==> config.mk <==
export PLATFORM = sky130hd
export DESIGN_NAME = serial_adder
export DESIGN_NICKNAME = d
export VERILOG_FILES = /design/src/rtl/serial_adder_pkg.sv /design/src/rtl/serial_fa.sv /design/src/rtl/serial_adder.sv
export SDC_FILE = /design/constraint.sdc
export NUM_CORES = 1
export LEC_CHECK = 0
export ABC_CLOCK_PERIOD_IN_PS = 1200
export CORE_MARGIN = 1.5
export CORE_UTILIZATION = 59
export DETAILED_ROUTE_END_ITERATION = 10
export DONT_BUFFER_PORTS = 1
export PLACE_DENSITY = 0.8
export SETUP_SLACK_MARGIN = 0.02
export SYNTH_ARGS = -nofsm -noshare
export SYNTH_HDL_FRONTEND = slang
export SYNTH_SLANG_ARGS = --single-unit
==> constraint.sdc <==
create_clock -name clk -period 1.2 [get_ports clk]
set_input_delay 0.12 -clock clk [delete_from_list [all_inputs] [get_ports clk]]
set_output_delay 0.12 -clock clk [all_outputs]
set_load 0.1 [all_outputs]
==> src/rtl/serial_adder_pkg.sv <==
// Shared definitions for the bit-serial adder.
//   state_e      : controller state encoding (idle / adding / result held)
//   DefaultWidth : default operand width for serial_adder
package serial_adder_pkg;

  typedef enum logic [1:0] {
    StIdle = 2'd0,
    StAdd  = 2'd1,
    StDone = 2'd2
  } state_e;

  localparam int unsigned DefaultWidth = 4;

endpackage

==> src/rtl/serial_fa.sv <==
// 1-bit combinational full adder used as the serial adder's datapath.
// Ports:
//   x, y : addend bits
//   ci   : carry in
//   s    : sum bit
//   co   : carry out
module serial_fa (
  input  logic x,
  input  logic y,
  input  logic ci,
  output logic s,
  output logic co
);

  assign s  = x ^ y ^ ci;
  assign co = (x & y) | (ci & (x ^ y));

endmodule

==> src/rtl/serial_adder.sv <==
// Bit-serial adder: accepts a, b and cin on a valid/ready handshake, adds them one
// bit per cycle (LSB first) through a single full adder, then holds sum/cout on a
// valid/ready output handshake until consumed.
// Optional feature: define SERIAL_ADDER_OVF_EN to add the ovf output (two's-complement
// overflow of the last result).
// Ports:
//   clk, rst            : clock, synchronous active-high reset
//   in_valid, in_ready  : operand handshake (ready only when idle)
//   a, b, cin           : operands and carry-in
//   out_valid, out_ready: result handshake (valid only when done)
//   sum, cout           : result modulo 2^WIDTH and carry-out of the MSB
//   ovf                 : signed overflow (only with SERIAL_ADDER_OVF_EN)
module serial_adder
  import serial_adder_pkg::*;
#(
  parameter int unsigned WIDTH = DefaultWidth
) (
  input  logic             clk,
  input  logic             rst,
  input  logic             in_valid,
  output logic             in_ready,
  input  logic [WIDTH-1:0] a,
  input  logic [WIDTH-1:0] b,
  input  logic             cin,
  output logic             out_valid,
  input  logic             out_ready,
  output logic [WIDTH-1:0] sum,
  output logic             cout
`ifdef SERIAL_ADDER_OVF_EN
  ,
  output logic             ovf
`endif
);

  localparam int unsigned CntW = $clog2(WIDTH);
  localparam logic [CntW-1:0] CntLast = CntW'(WIDTH - 1);

  state_e           state_q, state_d;
  logic [CntW-1:0]  cnt_q, cnt_d;
  logic [WIDTH-1:0] a_q, a_d, b_q, b_d;
  logic [WIDTH-1:0] sum_q, sum_d;
  logic             carry_q, carry_d;
  logic             cout_q, cout_d;
  logic             fa_s, fa_co;
`ifdef SERIAL_ADDER_OVF_EN
  logic             ovf_q, ovf_d;
`endif

  // Operand registers shift right so bit 0 is always the bit being added.
  serial_fa u_fa (
    .x  (a_q[0]),
    .y  (b_q[0]),
    .ci (carry_q),
    .s  (fa_s),
    .co (fa_co)
  );

  always_comb begin
    state_d   = state_q;
    cnt_d     = cnt_q;
    a_d       = a_q;
    b_d       = b_q;
    sum_d     = sum_q;
    carry_d   = carry_q;
    cout_d    = cout_q;
`ifdef SERIAL_ADDER_OVF_EN
    ovf_d     = ovf_q;
`endif
    in_ready  = (state_q == StIdle);
    out_valid = (state_q == StDone);

    unique case (state_q)
      StIdle: begin
        if (in_valid) begin
          a_d     = a;
          b_d     = b;
          carry_d = cin;
          cnt_d   = '0;
          state_d = StAdd;
        end
      end
      StAdd: begin
        a_d     = {1'b0, a_q[WIDTH-1:1]};
        b_d     = {1'b0, b_q[WIDTH-1:1]};
        // Sum bits enter at the MSB; after WIDTH shifts bit 0 lands in sum_q[0].
        sum_d   = {fa_s, sum_q[WIDTH-1:1]};
        carry_d = fa_co;
        if (cnt_q == CntLast) begin
          cnt_d   = '0;
          cout_d  = fa_co;
`ifdef SERIAL_ADDER_OVF_EN
          // carry_q here is the carry into the MSB.
          ovf_d   = carry_q ^ fa_co;
`endif
          state_d = StDone;
        end else begin
          cnt_d = cnt_q + CntW'(1);
        end
      end
      StDone: begin
        if (out_ready) begin
          state_d = StIdle;
        end
      end
      default: state_d = StIdle;
    endcase
  end

  always_ff @(posedge clk) begin
    if (rst) begin
      state_q <= StIdle;
      cnt_q   <= '0;
      a_q     <= '0;
      b_q     <= '0;
      sum_q   <= '0;
      carry_q <= 1'b0;
      cout_q  <= 1'b0;
`ifdef SERIAL_ADDER_OVF_EN
      ovf_q   <= 1'b0;
`endif
    end else begin
      state_q <= state_d;
      cnt_q   <= cnt_d;
      a_q     <= a_d;
      b_q     <= b_d;
      sum_q   <= sum_d;
      carry_q <= carry_d;
      cout_q  <= cout_d;
`ifdef SERIAL_ADDER_OVF_EN
      ovf_q   <= ovf_d;
`endif
    end
  end

  assign sum  = sum_q;
  assign cout = cout_q;
`ifdef SERIAL_ADDER_OVF_EN
  assign ovf  = ovf_q;
`endif

endmodule

Word level (Yosys, flattened, before mapping)
Cells that the tools add are included.
{"block": "totals", "register_bits": 18, "out_inout_bits": 7, "elab_cells": 37}
{"block": "classes", "n_addsub": 1, "eq_ne": 6, "mux": 13, "n_bitwise": 5, "n_reduce_logical": 5}
{"cell": "4-bit one-hot mux with 2 select lines", "count": 2}
{"cell": "2-bit 2-to-1 mux", "count": 5}
{"cell": "4-bit 2-to-1 mux", "count": 2}
{"cell": "2-bit one-hot mux with 3 select lines", "count": 1}
{"cell": "2-bit == test (second input constant)", "count": 2}
{"cell": "2-bit inequality test (second input constant)", "count": 2}
{"cell": "2-bit one-hot mux with 2 select lines", "count": 1}
{"cell": "2-bit AND reduction", "count": 2}
{"cell": "3-bit AND reduction", "count": 1}
{"cell": "2-bit by 1-bit adder with 2-bit output (second input constant)", "count": 1}
{"cell": "1-bit AND", "count": 2}
{"cell": "2-bit by 1-bit == test with 1-bit output (second input constant)", "count": 1}
{"cell": "2-bit logical NOT", "count": 1}
{"cell": "2-bit by 1-bit inequality test with 1-bit output (second input constant)", "count": 1}
{"cell": "1-bit one-hot mux with 2 select lines", "count": 1}
{"cell": "2-bit nonzero test", "count": 1}
{"cell": "1-bit XOR", "count": 2}
{"cell": "1-bit 2-to-1 mux", "count": 1}
{"cell": "1-bit OR", "count": 1}

Longest topological paths before layout
Gate-level depths: netlist (run 1).
{"block": "depth", "ltp_word": 4, "depth_mapped": 5, "mapped_depth_nobuf": 4}

Cells and area by module
Synthesis (run 1) repeated with hierarchy kept, for this count alone.
{"block": "hier_totals", "cells_unflattened": 76, "area_unflattened_um2": 752.0}
{"mod": "serial_adder", "n_inst": 1, "cells_per_inst": 75, "area_each_um2": 732.0, "seq_area_each_um2": 360.3}
{"mod": "serial_fa", "n_inst": 1, "cells_per_inst": 1, "area_each_um2": 20.0, "seq_area_each_um2": 0.0}

Worst setup path after synthesis (run 1)
OpenSTA, ideal clock, no wires.
{"block": "synth_timing", "path_type": "register -> register", "startpoint": "register state_q[0]", "endpoint": "register state_q[1]", "setup_ns": 0.071, "arrival_time_ns": 2.069, "slack_ns": -0.941, "stages_incl_launch_ff": 5, "path_buffers": 1, "synth_period_minus_slack_ns": 2.141, "path_cell_list": "dfxtp_1 -> buf_2 -> nor2b_1 -> nand2b_1 -> a21oi_1"}
{"block": "synth_via", "elab_chain_cells": 3, "word_cells_on_any_way": 8}
{"item": "start, declared", "line": "serial_adder.sv:38", "source": "state_e state_q, state_d;"}
{"item": "start signal, assigned", "line": "serial_adder.sv:111", "source": "state_q <= StIdle;"}
{"item": "start signal, assigned", "line": "serial_adder.sv:122", "source": "state_q <= state_d;"}
{"item": "2-bit == test (*)"}
{"item": "named net out_valid", "line": "serial_adder.sv:25", "source": "output logic out_valid,"}
{"item": "2-bit by 1-bit inequality test with 1-bit output (no line)"}
{"item": "3-bit AND reduction (no line)"}
Mark *: on every way through the listed nets, which the timed path passes. The rest lies on a longest branch.
A chain may end at the register's enable or synchronous reset.

Worst setup path after layout (run 1)
{"block": "layout_timing", "startpoint": "register state_q[0]", "endpoint": "register cout_q (netlist: cout)"}
{"block": "layout_via", "elab_chain_cells": 2}
{"item": "2-bit by 1-bit == test with 1-bit output", "line": "serial_adder.sv:72", "source": "unique case (state_q)"}
{"item": "2-bit AND reduction (no line)"}
{"item": "end signal, assigned", "line": "serial_adder.sv:128", "source": "cout_q <= cout_d;"}
{"item": "end, declared", "line": "serial_adder.sv:43", "source": "logic cout_q, cout_d;"}
Every way passes these cells.

==> results.sh, run 1 <==
export IMPL_synth_area_um2=845
export IMPL_grt_max_degree=19
export IMPL_nets=132
export IMPL_cts_tree="built"
export IMPL_setup_ws_ps=-40.8
export IMPL_arrival_ps=1450
export IMPL_fmax_mhz=806
export IMPL_drive_above_1_share_pct=37.1
export IMPL_syn_num_nets=114
export IMPL_wl_um=2100
export IMPL_violations="negative setup slack"
export IMPL_drt_iter0_drc=31
export IMPL_yosysSeqAreaShare_pct=42.7
export IMPL_rsz0062_at_grt="true"
export IMPL_cts_made_buffers=3
export IMPL_grtUsageTotal_pct=24.0
export IMPL_syn_instance_count=99
export IMPL_area_delta_synth_final_pct=29.8
export IMPL_clock_root_buffer="clkbuf_4"
export IMPL_ys_warn_count=0
export IMPL_grt_pass1_wl_um=2620
export IMPL_crit_chain="buf_4 > nor2b_1 > buf_4 > nand3_1 > a21oi_1"
export IMPL_clkLatencyLatePin_ps=290
export IMPL_drt_pre_antenna_iters=5
export IMPL_crit_top_cell="buf_4"
export IMPL_fp_row_count=13
export IMPL_crit_path_max_incr_delay_ps=380
export IMPL_dp_cells=120
export IMPL_start_kind="flip-flop"
export IMPL_cp_required_ps=1410
export IMPL_finalHoldViolations=0
export IMPL_power_density_nw_per_um2=1180
export IMPL_via_count=786
export IMPL_dp_hpwl_um=1290
export IMPL_cp_max_fo=5
export IMPL_synth_cell_types=26
export IMPL_gp_congestion=0.878
export IMPL_portBuffers=0
export IMPL_path_buf_inv=2
export IMPL_antenna_found_initial=0
export IMPL_grt_pass1_vias=641
export IMPL_htree_levels=1
export IMPL_die_area_um2=1670
export IMPL_drc_errors=0
export IMPL_clock_skew_ps=5.70
export IMPL_die_h_um=40.8
export IMPL_avgSynthCellArea_um2=8.53
export IMPL_start_util_pct=64.1
export IMPL_die_x_um=40.8
export IMPL_ir_drop_mv=0.762
export IMPL_path_clk_slew_ps=110
export IMPL_fin_crit_sh_pct=103
export IMPL_hold_ws_ps=55.7
export IMPL_ant_nets=0
export IMPL_slowest_stage="dfxtp_4"
export IMPL_ios=20
export IMPL_criticalPathCategory="flip-flop to flip-flop"
export IMPL_max_cap_violations=0
export IMPL_post_route_util_pct=83.2
export IMPL_cellLeakagePower_nw=0.459
export IMPL_cts_sinks=18
export IMPL_antenna_diode_count=0
export IMPL_fin_cells=131
export IMPL_wire_per_inst_um=16.0
export IMPL_status="complete, but fails checks"
export IMPL_fin_crit_ps=1240
export IMPL_worstHoldPathType="input port to flip-flop"
export IMPL_relSlewSlack_pct=53.8
export IMPL_max_clock_path_buffers=2
export IMPL_setup_violations=6
export IMPL_tightest_slew_ps=692
export IMPL_crit_family="flip-flops"
export IMPL_viasPerCell=6.00
export IMPL_slew_violations=0
export IMPL_cp_end_kind="flip-flop"
export IMPL_totalPowerFinal_mw=1.30
export IMPL_core_area_um2=1320
export IMPL_grt_overflow=0
export IMPL_ys_ff_latch=18
## cell usage in the layout (no fill, tap or decap), drive strengths merged, types with 2 or more instances in the layout
cell    netlist  layout
o221a         4       4
clkbuf        2       4
nand2         9       9
nor4          3       3
dfxtp        18      18
o21ai         2       2
inv           5       5
a22oi         2       2
nor2b         2       2
buf           7      20
or3b          2       2
a21oi        13      13
o22a          3       3
nand2b        3       3
nor2         13      13
nor3          4       4
## report_power, final
group | leakage [nW] | switching [mW] | internal [mW]
Combinational | 0.286 | 0.150 | 0.114
Sequential | 0.152 | 0.0317 | 0.633
Clock | 0.0210 | 0.185 | 0.184
Total | 0.459 | 0.367 | 0.931
## sequential cells by signal, indices dropped and copies added, names as in the netlist
| signal | cells |
|---|---|
| sum | 4 |
| a_q | 4 |
| carry_q | 1 |
| state_q | 2 |
| b_q | 4 |
| cnt_q | 2 |
| cout | 1 |
## cell usage after synthesis, drive strengths merged
library cell | number | area share (%)
nand2 | 9 | 4.0
clkbuf | 2 | 0.89
nor4 | 3 | 2.2
mux2i | 1 | 1.2
o21ba | 1 | 1.2
o22a | 3 | 3.1
inv | 5 | 2.2
a21oi | 13 | 7.7
buf | 7 | 5.5
nand2b | 3 | 3.1
or3b | 2 | 2.1
nand3b | 1 | 0.89
nor2 | 13 | 5.8
nor3 | 4 | 2.4
a22oi | 2 | 1.8
o21bai | 1 | 0.89
nor2b | 2 | 1.5
nand3 | 1 | 0.59
fa | 1 | 2.4
o21ai | 2 | 1.2
dfxtp | 18 | 43
ha | 1 | 1.5
o221a | 4 | 5.3
## cell type report
type / count / area (um2)
timing repair buffer: 22 / 205
clock buffer: 4 / 36.3
inverter: 5 / 18.8
fill: 76 / 221
multi-input combinational: 67 / 442
sequential: 18 / 375
tap: 15 / 18.8
## logic make-up after synthesis
logic type      synth area share [%]
flops                           42.7
fa+ha+maj                       3.85
buf+inv                         8.59
simple gates                    22.5
mux                             1.19
compound gates                  21.2
## metrics by stage
stage	TNS (ps)	cell area [um2]	setup WS, ps
floorplan	-56.9	866	-45.9
detailed placement	-104	968	-32.9
global route	-264	1100	-66.3
finish	-109	1100	-40.8
CTS	-18.0	1050	-18.0
global placement	0	968	7.61
## layer usage
| layer | wire (um) | vias up | global-route usage [%] |
|---|---|---|---|
| met5 | 0 | - | 0 |
| met4 | 13 | 0 | 10.0 |
| met3 | 128 | 2 | 4.89 |
| met2 | 1090 | 32 | 41.0 |
| met1 | 872 | 373 | 28.8 |
| li1 | - | 379 | - |
## worst paths after layout
| kind | start | end | slack, ps | depth (start not counted) |
|---|---|---|---|---|
| setup reg to reg | state_q[0] | cout | -40 | 5 |
| hold / removal | b[3] | b_q[3] | 60 | 2 |
| setup / recovery | state_q[0] | cout | -40 | 5 |
| hold reg to reg | cout | cout | 460 | 2 |
## what timing repair did
action                     CTS  global route
pin swaps                    0             0
buffers inserted             2             3
setup endpoints to repair    9            13
resized for setup            5             7
hold buffers                 2             0
hold endpoints to repair    18             0
Note: power is estimated with default switching activity, not from simulation.
==> run 2, diff against run 1 <==
--- a/config.mk
+++ b/config.mk
@@ -12,6 +12,7 @@
 export DONT_BUFFER_PORTS = 1
 export PLACE_DENSITY = 0.8
 export SETUP_SLACK_MARGIN = 0.02
+export SKIP_LAST_GASP = 1
 export SYNTH_ARGS = -nofsm -noshare
 export SYNTH_HDL_FRONTEND = slang
 export SYNTH_SLANG_ARGS = --single-unit
==> run 2 against run 1 <==
Effect of this change:
- first-iteration DRC count fell by 42%
- the run still ends with negative setup slack left
- clock skew rose by 1.2 ps
- cell area fell by 0.91%
- global-route usage did not move
- sequential share of layout area rose by 0.32 points
- power fell by 0.49%
- sequential cell count did not move
- core utilization fell by 0.76 points
==> results.sh, run 2 (same netlist as run 1, synthesis figures left out) <==
export IMPL_totalPowerFinal_mw=1.29
export IMPL_max_clock_path_buffers=2
export IMPL_die_area_um2=1670
export IMPL_gp_congestion=0.878
export IMPL_slew_violations=0
export IMPL_grt_overflow=0
export IMPL_path_buf_inv=1
export IMPL_drt_pre_antenna_iters=4
export IMPL_area_delta_synth_final_pct=28.6
export IMPL_clock_root_buffer="clkbuf_4"
export IMPL_power_density_nw_per_um2=1190
export IMPL_grt_pass1_wl_um=2620
export IMPL_ant_nets=0
export IMPL_cts_sinks=18
export IMPL_drt_iter0_drc=18
export IMPL_clock_skew_ps=6.95
export IMPL_hold_ws_ps=64.2
export IMPL_r2r_end="a_q[1]"
export IMPL_tightest_slew_ps=703
export IMPL_antenna_diode_count=0
export IMPL_dp_cells=120
export IMPL_status="complete, but fails checks"
export IMPL_nets=132
export IMPL_portBuffers=0
export IMPL_start_kind="flip-flop"
export IMPL_ff2ff_path_depth=4
export IMPL_wl_um=2010
export IMPL_cp_max_fo=8
export IMPL_core_area_um2=1320
export IMPL_grt_max_degree=19
export IMPL_multi_input_comb_area_um2=435
export IMPL_dpl_worst_slack_ps=-32.9
export IMPL_cp_end_kind="flip-flop"
export IMPL_r2r_slack_ps=-40
export IMPL_fin_crit_sh_pct=104
export IMPL_viasPerCell=5.71
export IMPL_ir_drop_mv=0.738
export IMPL_drive_above_1_share_pct=37.1
export IMPL_finalSetupTns_ps=-84.3
export IMPL_drc_errors=0
export IMPL_fill_cells=83
export IMPL_htree_levels=1
export IMPL_antenna_found_initial=0
export IMPL_fin_crit_ps=1240
export IMPL_cts_tree="built"
export IMPL_min_to="a_q[3]"
export IMPL_placed_cell_area_um2=968
export IMPL_setup_ws_ps=-42.0
export IMPL_rsz0062_at_grt="true"
export IMPL_path_clk_slew_ps=110
export IMPL_fin_cells=131
export IMPL_die_x_um=40.8
export IMPL_setup_violations=3
export IMPL_die_h_um=40.8
export IMPL_finalHoldViolations=0
export IMPL_crit_family="flip-flops"
export IMPL_holdPathStages=2
export IMPL_grt_pass1_vias=641
export IMPL_grtUsageTotal_pct=24.0
export IMPL_start_util_pct=64.1
export IMPL_seqCellArea_um2=375
export IMPL_fp_row_count=13
export IMPL_ios=20
export IMPL_cp_required_ps=1370
export IMPL_crit_chain="buf_4 > o21ba_2 > nor2_1 > nor4_1"
export IMPL_mostFrequentLayoutCells="buf_4, a21oi_1, nor2_1, dfxtp_1, nand2_1"
export IMPL_layout_commonest_cell="buf_4"
export IMPL_criticalPathCategory="flip-flop to flip-flop"
export IMPL_cellLeakagePower_nw=0.454
export IMPL_dp_hpwl_um=1290
export IMPL_cts_made_buffers=3
export IMPL_arrival_ps=1420
export IMPL_wire_per_inst_um=15.3
export IMPL_min_from="a[3]"
export IMPL_fmax_mhz=805
export IMPL_worstReg2RegStart="state_q[1]"
export IMPL_post_route_util_pct=82.4
export IMPL_slowest_stage="dfxtp_4"
export IMPL_via_count=748
export IMPL_crit_path_max_incr_delay_ps=390
export IMPL_max_cap_violations=0
export IMPL_worstHoldPathType="input port to flip-flop"
export IMPL_violations="negative setup slack"
export IMPL_relSlewSlack_pct=53.1
export IMPL_clkLatencyLatePin_ps=290
export IMPL_final_area_um2=1090
==> run 2: cell counts in the layout (fill, tap and decap cells not counted) <==
Identical to the previous run, type by type.
==> run 2: how the worst max path moves through the flow <==
| stage | startpoint | endpoint | slack [ps] | cells past startpoint |
|---|---|---|---|---|
| after floorplan | state_q[0] | state_q[1] | -50 | 4 |
| after global placement | carry_q | carry_q | 8 | 2 |
| after detailed placement | state_q[1] | sum[1] | -30 | 4 |
| after CTS | state_q[0] | out_valid | -20 | 3 |
| after global routing | state_q[1] | a_q[1] | -110 | 4 |
| final | state_q[1] | a_q[1] | -40 | 4 |
==> run 2: cell type report <==
cell class	count	area share [%]
Sequential cell	18	34.6
Multi-Input combinational cell	67	40.1
Tap cell	15	1.73
Inverter	5	1.73
Timing Repair Buffer	22	18.5
Clock buffer	4	3.34
==> run 2: power by group <==
part	total, mW	switching, mW	internal (mW)
logic	0.258	0.147	0.110
registers	0.664	0.0312	0.633
clock network	0.370	0.186	0.185
total	1.29	0.364	0.928
==> run 2: timing repair <==
| item | CTS | global route |
|---|---|---|
| pin swaps | 0 | 0 |
| hold endpoints to repair | 18 | 0 |
| hold buffers | 2 | 0 |
| resized for setup | 5 | 5 |
| setup endpoints to repair | 9 | 13 |
| setup buffers | 2 | 3 |
==> run 2: per-layer routing <==
metal  GRT usage (%)  part of all wire [%]
met1            28.8                    45
met2            41.0                    51
met3            4.89                   3.5
met4            10.0                  0.65
met5               0                     0
==> run 3, diff against run 2 <==
--- a/config.mk
+++ b/config.mk
@@ -5,12 +5,12 @@
 export SDC_FILE = /design/constraint.sdc
 export NUM_CORES = 1
 export LEC_CHECK = 0
-export ABC_CLOCK_PERIOD_IN_PS = 1200
+export ABC_CLOCK_PERIOD_IN_PS = 1100
 export CORE_MARGIN = 1.5
-export CORE_UTILIZATION = 59
+export CORE_UTILIZATION = 53
 export DETAILED_ROUTE_END_ITERATION = 10
 export DONT_BUFFER_PORTS = 1
-export PLACE_DENSITY = 0.8
+export PLACE_DENSITY = 0.76
 export SETUP_SLACK_MARGIN = 0.02
 export SKIP_LAST_GASP = 1
 export SYNTH_ARGS = -nofsm -noshare
==> constraint.sdc (replaced) <==
create_clock -name clk -period 1.1 [get_ports clk]
set_input_delay 0.11 -clock clk [delete_from_list [all_inputs] [get_ports clk]]
set_output_delay 0.11 -clock clk [all_outputs]
set_load 0.1 [all_outputs]
==> run 3 against run 2 <==
Effect of this change:
- the run still ends with negative setup slack left
- sequential share of layout area is 2.4 points lower
- final cell count grew 3.1%
- core utilization fell by 5.0 points
- clock-buffer cell count did not move
- setup slack got worse by 89 ps
- clock skew fell by 0.75 ps
- critical endpoint is now out_valid
- largest power group unchanged
==> results.sh, run 3 (same netlist as run 1, synthesis figures left out) <==
export IMPL_wl_um=2070
export IMPL_grt_overflow=0
export IMPL_drt_iter0_drc=30
export IMPL_dpl_worst_slack_ps=-22.8
export IMPL_max_clock_path_buffers=2
export IMPL_clkLatencyLatePin_ps=300
export IMPL_criticalPathCategory="flip-flop to primary output"
export IMPL_gp_congestion=0.852
export IMPL_fin_crit_ps=1230
export IMPL_area_delta_synth_final_pct=38.1
export IMPL_die_area_um2=1840
export IMPL_tightest_slew_ps=695
export IMPL_wire_per_inst_um=15.3
export IMPL_via_count=782
export IMPL_slew_violations=0
export IMPL_cts_tree="built"
export IMPL_drt_pre_antenna_iters=4
export IMPL_dp_cells=123
export IMPL_finalHoldViolations=0
export IMPL_setup_violations=15
export IMPL_relSlewSlack_pct=53.6
export IMPL_drc_errors=0
export IMPL_core_area_um2=1510
export IMPL_antenna_found_initial=0
export IMPL_cp_max_fo=6
export IMPL_worstHoldPathType="input port to flip-flop"
export IMPL_fin_cells=135
export IMPL_power_density_nw_per_um2=1240
export IMPL_mostFrequentLayoutCells="buf_4, a21oi_1, nor2_1, dfxtp_1, nand2_1"
export IMPL_post_route_util_pct=77.4
export IMPL_fmax_mhz=812
export IMPL_final_area_um2=1170
export IMPL_max_cap_violations=0
export IMPL_start_util_pct=56.1
export IMPL_dp_hpwl_um=1260
export IMPL_cts_sinks=18
export IMPL_grt_pass1_vias=728
export IMPL_arrival_ps=1120
export IMPL_path_clk_slew_ps=110
export IMPL_clock_root_buffer="clkbuf_4"
export IMPL_violations="negative setup slack"
export IMPL_start_kind="flip-flop"
export IMPL_ir_drop_mv=0.830
export IMPL_cellLeakagePower_nw=0.483
export IMPL_grtUsageTotal_pct=23.2
export IMPL_cp_required_ps=990
export IMPL_placed_cell_area_um2=990
export IMPL_clock_skew_ps=6.20
export IMPL_setup_ws_ps=-131
export IMPL_nets=135
export IMPL_status="complete, but fails checks"
export IMPL_die_h_um=42.9
export IMPL_ant_nets=0
export IMPL_ios=20
export IMPL_rsz0062_at_grt="true"
export IMPL_cp_end_kind="primary output"
export IMPL_cts_made_buffers=3
export IMPL_drive_above_1_share_pct=43.7
export IMPL_grt_max_degree=19
export IMPL_grt_pass1_wl_um=3140
export IMPL_portBuffers=0
export IMPL_htree_levels=1
export IMPL_layout_commonest_cell="buf_4"
export IMPL_fill_cells=92
export IMPL_fin_crit_sh_pct=112
export IMPL_fp_row_count=14
export IMPL_viasPerCell=5.79
export IMPL_antenna_diode_count=0
export IMPL_die_x_um=42.9
-- run 3: metal layers --
metal	global-route usage, %	vias to the layer above	part of all wire, %
met2	37.6	36	48
li1	-	381	-
met5	0	-	0
met4	10.6	0	1.6
met3	7.23	6	7.3
met1	27.9	359	43
-- run 3: area by class of cell --
type                    count  area [um2]  share of cell area [%]
inverters                   5        18.8                    1.61
repair buffers             25         246                    21.1
multi-input cells          67         469                    40.2
clock buffers               4        36.3                    3.11
flip-flops and latches     18         375                    32.2
well taps                  16        20.0                    1.72
-- run 3: what timing repair did --
item	4_1_cts	5_1_grt
setup endpoints to repair	18	20
endpoints found under the hold margin	18	0
buffers inserted	6	1
hold buffers	2	0
resized for setup	7	15
pin swaps	3	6
-- run 3: power breakdown --
part           total [mW]  internal (mW)  switching, mW
Combinational       0.309          0.141          0.168
Clock               0.418          0.202          0.216
Sequential          0.723          0.690         0.0330
Total                1.45           1.03          0.417
-- run 3: final timing paths --
kind | endpoint | slack, ps | cells after the start | from
worst max register to register | a_q[1] | -120 | 5 | state_q[0]
worst min-delay path | state_q[0] | 10 | 2 | in_valid
worst min register to register | sum[0] | 460 | 2 | sum[0]
worst max-delay path | out_valid | -130 | 3 | state_q[1]
-- run 3: critical path, cell delays in order, from the launching register on --
cell     delay [ps]
dfxtp_4         370
buf_6           110
nor2b_4         170
buf_12          180
-- run 3: stage by stage --
| stage | hold slack (ps) | power [mW] | TNS (ps) |
|---|---|---|---|
| floorplan | 284 | 0.944 | -152 |
| global placement | 174 | 0.982 | -1.42 |
| detailed placement | 176 | 0.991 | -71.3 |
| CTS | 20.4 | 1.41 | -1260 |
| global route | 33.6 | 1.51 | -1930 |
| finish | 14.4 | 1.45 | -1220 |
